==> config.mk <==
export PLATFORM = sky130hd
export DESIGN_NAME = maxpool_pair
export DESIGN_NICKNAME = d
export VERILOG_FILES = /design/src/rtl/maxpool_pair.sv
export SDC_FILE = /design/constraint.sdc
export NUM_CORES = 1
export LEC_CHECK = 0
export ABC_AREA = 1
export BUFFER_PORTS_ARGS = -buffer_cell sky130_fd_sc_hd__buf_2
export CORE_MARGIN = 3
export CORE_UTILIZATION = 54
export DETAILED_ROUTE_END_ITERATION = 7
export GPL_TIMING_DRIVEN = 0
export PLACE_DENSITY = 0.79
export SETUP_SLACK_MARGIN = 0.15
export SLEW_MARGIN = 10
export SYNTH_ARGS = -nofsm -noshare
export SYNTH_HDL_FRONTEND = slang
export SYNTH_SLANG_ARGS = --single-unit
export TNS_END_PERCENT = 10
==> constraint.sdc <==
create_clock -name clk -period 2.7 [get_ports clk]
set_clock_uncertainty 0.2 [all_clocks]
set_input_delay 0.54 -clock clk [delete_from_list [all_inputs] [get_ports clk]]
set_output_delay 0.54 -clock clk [all_outputs]
set_load 0.005 [all_outputs]
==> src/rtl/maxpool_pair.sv <==
// maxpool_pair: 1-D max-pool (size 2, stride 2) per channel over pairs of input beats, repacked to the input lane count.
//   clk, rst       : clock, synchronous active-high reset
//   vld_in/data_in : input beat, THROUGHPUT lanes of NO_CH*BW bits (lane THROUGHPUT-1 earliest)
//   vld_out/data_out/last_out : registered pooled beat, same lane order; last_out marks the final beat of a frame
//   MAXPOOL_PAIR_OUT_REG_EN   : when defined, adds a second output register stage (latency 2)
module maxpool_pair #(
  parameter int NO_CH = 8,
  parameter int BW = 1,
  parameter int LOG2_IMG_SIZE = 7,
  parameter int THROUGHPUT = 1
) (
  input  logic                  clk,
  input  logic                  rst,
  input  logic                  vld_in,
  input  logic [NO_CH*BW-1:0]   data_in [THROUGHPUT],
  output logic                  vld_out,
  output logic [NO_CH*BW-1:0]   data_out [THROUGHPUT],
  output logic                  last_out
);
  localparam int W = NO_CH * BW;
  localparam int HALF = THROUGHPUT > 1 ? THROUGHPUT / 2 : 1;
  localparam int CW = LOG2_IMG_SIZE - $clog2(THROUGHPUT);

  function automatic logic [W-1:0] vmax(input logic [W-1:0] x, input logic [W-1:0] y);
    logic [W-1:0] r;
    r = '0;
    for (int c = 0; c < NO_CH; c++)
      r[c*BW +: BW] = x[c*BW +: BW] > y[c*BW +: BW] ? x[c*BW +: BW] : y[c*BW +: BW];
    return r;
  endfunction

  logic          phase_q, phase_d;
  logic [CW-1:0] cnt_q, cnt_d;
  logic [W-1:0]  hold_q [HALF];
  logic [W-1:0]  hold_d [HALF];
  logic [W-1:0]  pool [HALF];
  logic [W-1:0]  pair [THROUGHPUT];
  logic          vld_q, vld_d, last_q, last_d;
  logic [W-1:0]  out_q [THROUGHPUT];
  logic [W-1:0]  out_d [THROUGHPUT];

  // With one lane the pair is pooled across beats, so A is held raw.
  if (THROUGHPUT == 1) begin : g_one
    assign pool[0] = data_in[0];
    assign pair[0] = vmax(hold_q[0], pool[0]);
  end else begin : g_multi
    for (genvar k = 0; k < HALF; k++) begin : g_lane
      assign pool[k] = vmax(data_in[2*k+1], data_in[2*k]);
      assign pair[HALF+k] = hold_q[k];
      assign pair[k] = pool[k];
    end
  end

  always_comb begin
    phase_d = phase_q;
    cnt_d = cnt_q;
    hold_d = hold_q;
    out_d = out_q;
    vld_d = vld_in & phase_q;
    last_d = vld_in & phase_q & (&cnt_q);
    if (vld_in) begin
      phase_d = ~phase_q;
      cnt_d = cnt_q + 1'b1;
      if (!phase_q) hold_d = pool;
      else out_d = pair;
    end
  end

  always_ff @(posedge clk) begin
    if (rst) begin
      phase_q <= 1'b0;
      cnt_q <= '0;
      hold_q <= '{default: '0};
      vld_q <= 1'b0;
      last_q <= 1'b0;
      out_q <= '{default: '0};
    end else begin
      phase_q <= phase_d;
      cnt_q <= cnt_d;
      hold_q <= hold_d;
      vld_q <= vld_d;
      last_q <= last_d;
      out_q <= out_d;
    end
  end

`ifdef MAXPOOL_PAIR_OUT_REG_EN
  logic         vld2_q, last2_q;
  logic [W-1:0] out2_q [THROUGHPUT];

  always_ff @(posedge clk) begin
    if (rst) begin
      vld2_q <= 1'b0;
      last2_q <= 1'b0;
      out2_q <= '{default: '0};
    end else begin
      vld2_q <= vld_q;
      last2_q <= last_q;
      out2_q <= out_q;
    end
  end

  assign vld_out = vld2_q;
  assign last_out = last2_q;
  assign data_out = out2_q;
`else
  assign vld_out = vld_q;
  assign last_out = last_q;
  assign data_out = out_q;
`endif
endmodule

==> impl_results.md <==
* Combinational family with the most area after synthesis: simple AND/OR/NAND/NOR gates
* Setup TNS at 0 ns
* Crit path buf inv count at 1
* Max VDD drop at 0.000466 V
* GP Congestion at ~0.8
* CP Launch Point: data_out[0]
* Row count at 14
* Final Hold Viols at 0
* Layout cells sized above 1 at about 20%
* Max-slew violations at 0
* HPWL Detailed at roughly 1300 um
* Cell area after synthesis at ~950 um^2
* Initial antenna violation count at 0
* Placed cell area at 1070 um^2
* Root Buffer: clkbuf_4
* Vias per inst at about 5.1
* 1st-pass router iterations at 4
* Hold crit path type: input port to flop
* Die area at about 2300 um^2
* Outcome: finished, final reports clean
* Pre-CTS setup slack at just over 1 ns
* Drc violations at 0
* Die width at 48.0 um
* Crit path kind: flop to primary output
* Mapped Nets at around 130
* Setup bufs post-CTS at 0
* Fin util at between 70% and 80%
* Synth area leaders: dfxtp_1, nor2_1, o21ai_0, nand3_1, nand2_1
* Crit-path slowest cell: dfxtp_1
* CTS tree: done
* # hold bufs at CTS at 0
* Post-Synth XOR/XNOR Area at less than 1%
* Reg2reg start: cnt_q[0]
* Worst Path Required at around 2 ns
* Crit-path max cell delay at 0.37 ns
* First-pass GRT wire length at 2860 um
* Area grow syn2layout at 16.4%
* WP depth at 1
* GR Util All Layers at 18.2%
* Largest area contributor in the netlist: dfxtp_1
* Final WL at 1770 um
* Synth top area share at 54.7%
* Worst path cell trace: buf_2
* CP max FO at 2
* Grt total ovfl at 0
* Ant diodes at 0
* Family with the most delay on the worst path: flip-flops
* Max_cap viols at 0
* Commonest non-fill, non-tap cell in the layout: nor2_1
* CTS Sinks at 26
* Min setup slack post-route at ~1.1 ns
* Complex-gate fraction of the synthesized area at 12.1%
* Critical Path AT at between 0.8 and 0.9 ns
* Die height at 48.0 um
* Clk buf depth at 2
* Sequential share of the synthesized area at approximately 55%
* CP endpoint kind: primary output
* Total CTS buffers at 3
* Crit path to: data_out[0]
* R2r worst-path depth at 5
* Static leakage at a little over 0.5 nW
* Relative slew margins at roughly 73%
* Ports at 21
* Clock Latency Late Sink at roughly 0.32 ns
* Yosys reg bits at 26
* Core Area at 1580 um^2
* WL per Instance at 11.0 um
* Simple-Gate Fraction of Synth Area at approximately 27%
* Netlist cell types at 15
* Initial Util at 60.3%
* Via count at slightly above 800
* Mux contribution to synthesized area at 0%
* Synth Instances at 121
* Unrepaired setup endpoints after global routing: no
* Clock slew at reported path FFs at between 0.1 and 0.15 ns
* Final period util at a little under three fifths
* Port bufs at 20
* Critical R2R Capture: cnt_q[4]
* Worst-margin pin slew at 0.406 ns
* # nets final at 158
* Number of global-route vias before repair at 672
* Largest net degree at the start of global routing at 15
* PwrDens at about 600 nW/um^2
* Ys Warns at 0
* Iteration-0 DRC Markers at 9
* Final min period at 1.55 ns
* Most frequent cells in the layout: nor2_1, dfxtp_1, buf_2
* CP Launch Type: flop
* FILL cells at roughly 140
* Syn Area/Cell at 7.86 um^2
* Synthesized-area fraction occupied by adder cells at about 1.3%
* R2R setup slack at between 1 and 1.5 ns
* Routed Antenna Nets at 0
* Max H-tree Level at 1
* Fin area at approximately 1100 um^2
* Setup-failing EPs final at 0
* Peak Freq at 643 MHz
* Cts repair resizes at 0
[power breakdown]
part           switching [W]  internal [W]  leakage [nW]
Combinational      0.0000353     0.0000244         0.276
Sequential         0.0000109      0.000404         0.213
Clock               0.000112     0.0000825        0.0210
Total               0.000159      0.000510         0.510
[sequential cells by signal (all words and copies together) (netlist names)]
signal    count
cnt_q         7
last_out      1
data_out      8
hold_q        8
vld_out       1
phase_q       1
[final cells by class]
class,count,area [um^2],share of cell area (%)
flip-flops and latches,26,520,47.0
plain buffers,2,8.76,0.791
multi-input cells,85,392,35.4
clock buffers,4,36.3,3.28
well taps,16,20.0,1.81
repair buffers,20,100,9.04
inverters,8,30.0,2.71
[synth_stat cells]
library cell  instances
ha_1                  1
o21ai_0              19
nor2_2                2
a21oi_1               4
buf_2                 1
inv_1                 7
nor4_1                1
nand3_1              12
inv_2                 1
clkbuf_1              1
dfxtp_1              26
nor2_4                1
xnor2_1               1
nor2_1               31
nand2_1              13
[worst min-delay path by stage]
| stage | start | endpoint | cells after the start |
|---|---|---|---|
| after global routing | rst | cnt_q[4] | 2 |
| after CTS | rst | phase_q | 2 |
| after floorplan | cnt_q[6] | last_out | 2 |
| after detailed placement | cnt_q[6] | last_out | 2 |
| final | rst | cnt_q[4] | 2 |
| after global placement | cnt_q[6] | last_out | 2 |
[routing by layer]
| layer | GRT usage, % | vias to the layer above | share of wire, % |
|---|---|---|---|
| met5 | 0 | - | 0 |
| met4 | 11.3 | 0 | 1.5 |
| met3 | 4.51 | 3 | 4.2 |
| met2 | 27.4 | 17 | 50 |
| met1 | 23.0 | 363 | 44 |
| li1 | - | 443 | - |
[kinds of logic (layout without fill, tap and decap cells)]
| logic type | Yosys count | count (layout) |
|---|---|---|
| adder cells (fa/ha/maj) | 1 | 1 |
| buffers and inverters | 10 | 34 |
| AND/OR/NAND/NOR | 60 | 60 |
| flip-flops | 26 | 26 |
| XOR/XNOR | 1 | 1 |
| AO/OA/AOI/OAI | 23 | 23 |
[through the flow]
stage | std cells | hold WS, ns | total power [W]
after floorplan | 121 | 0.234 | 0.000457
after global placement | 157 | 0.247 | 0.000480
after detailed placement | 157 | 0.251 | 0.000483
after CTS | 161 | 0.195 | 0.000673
after global routing | 161 | 0.179 | 0.000709
final | 161 | 0.194 | 0.000669
No activity file was read; power rests on OpenSTA's default activity.
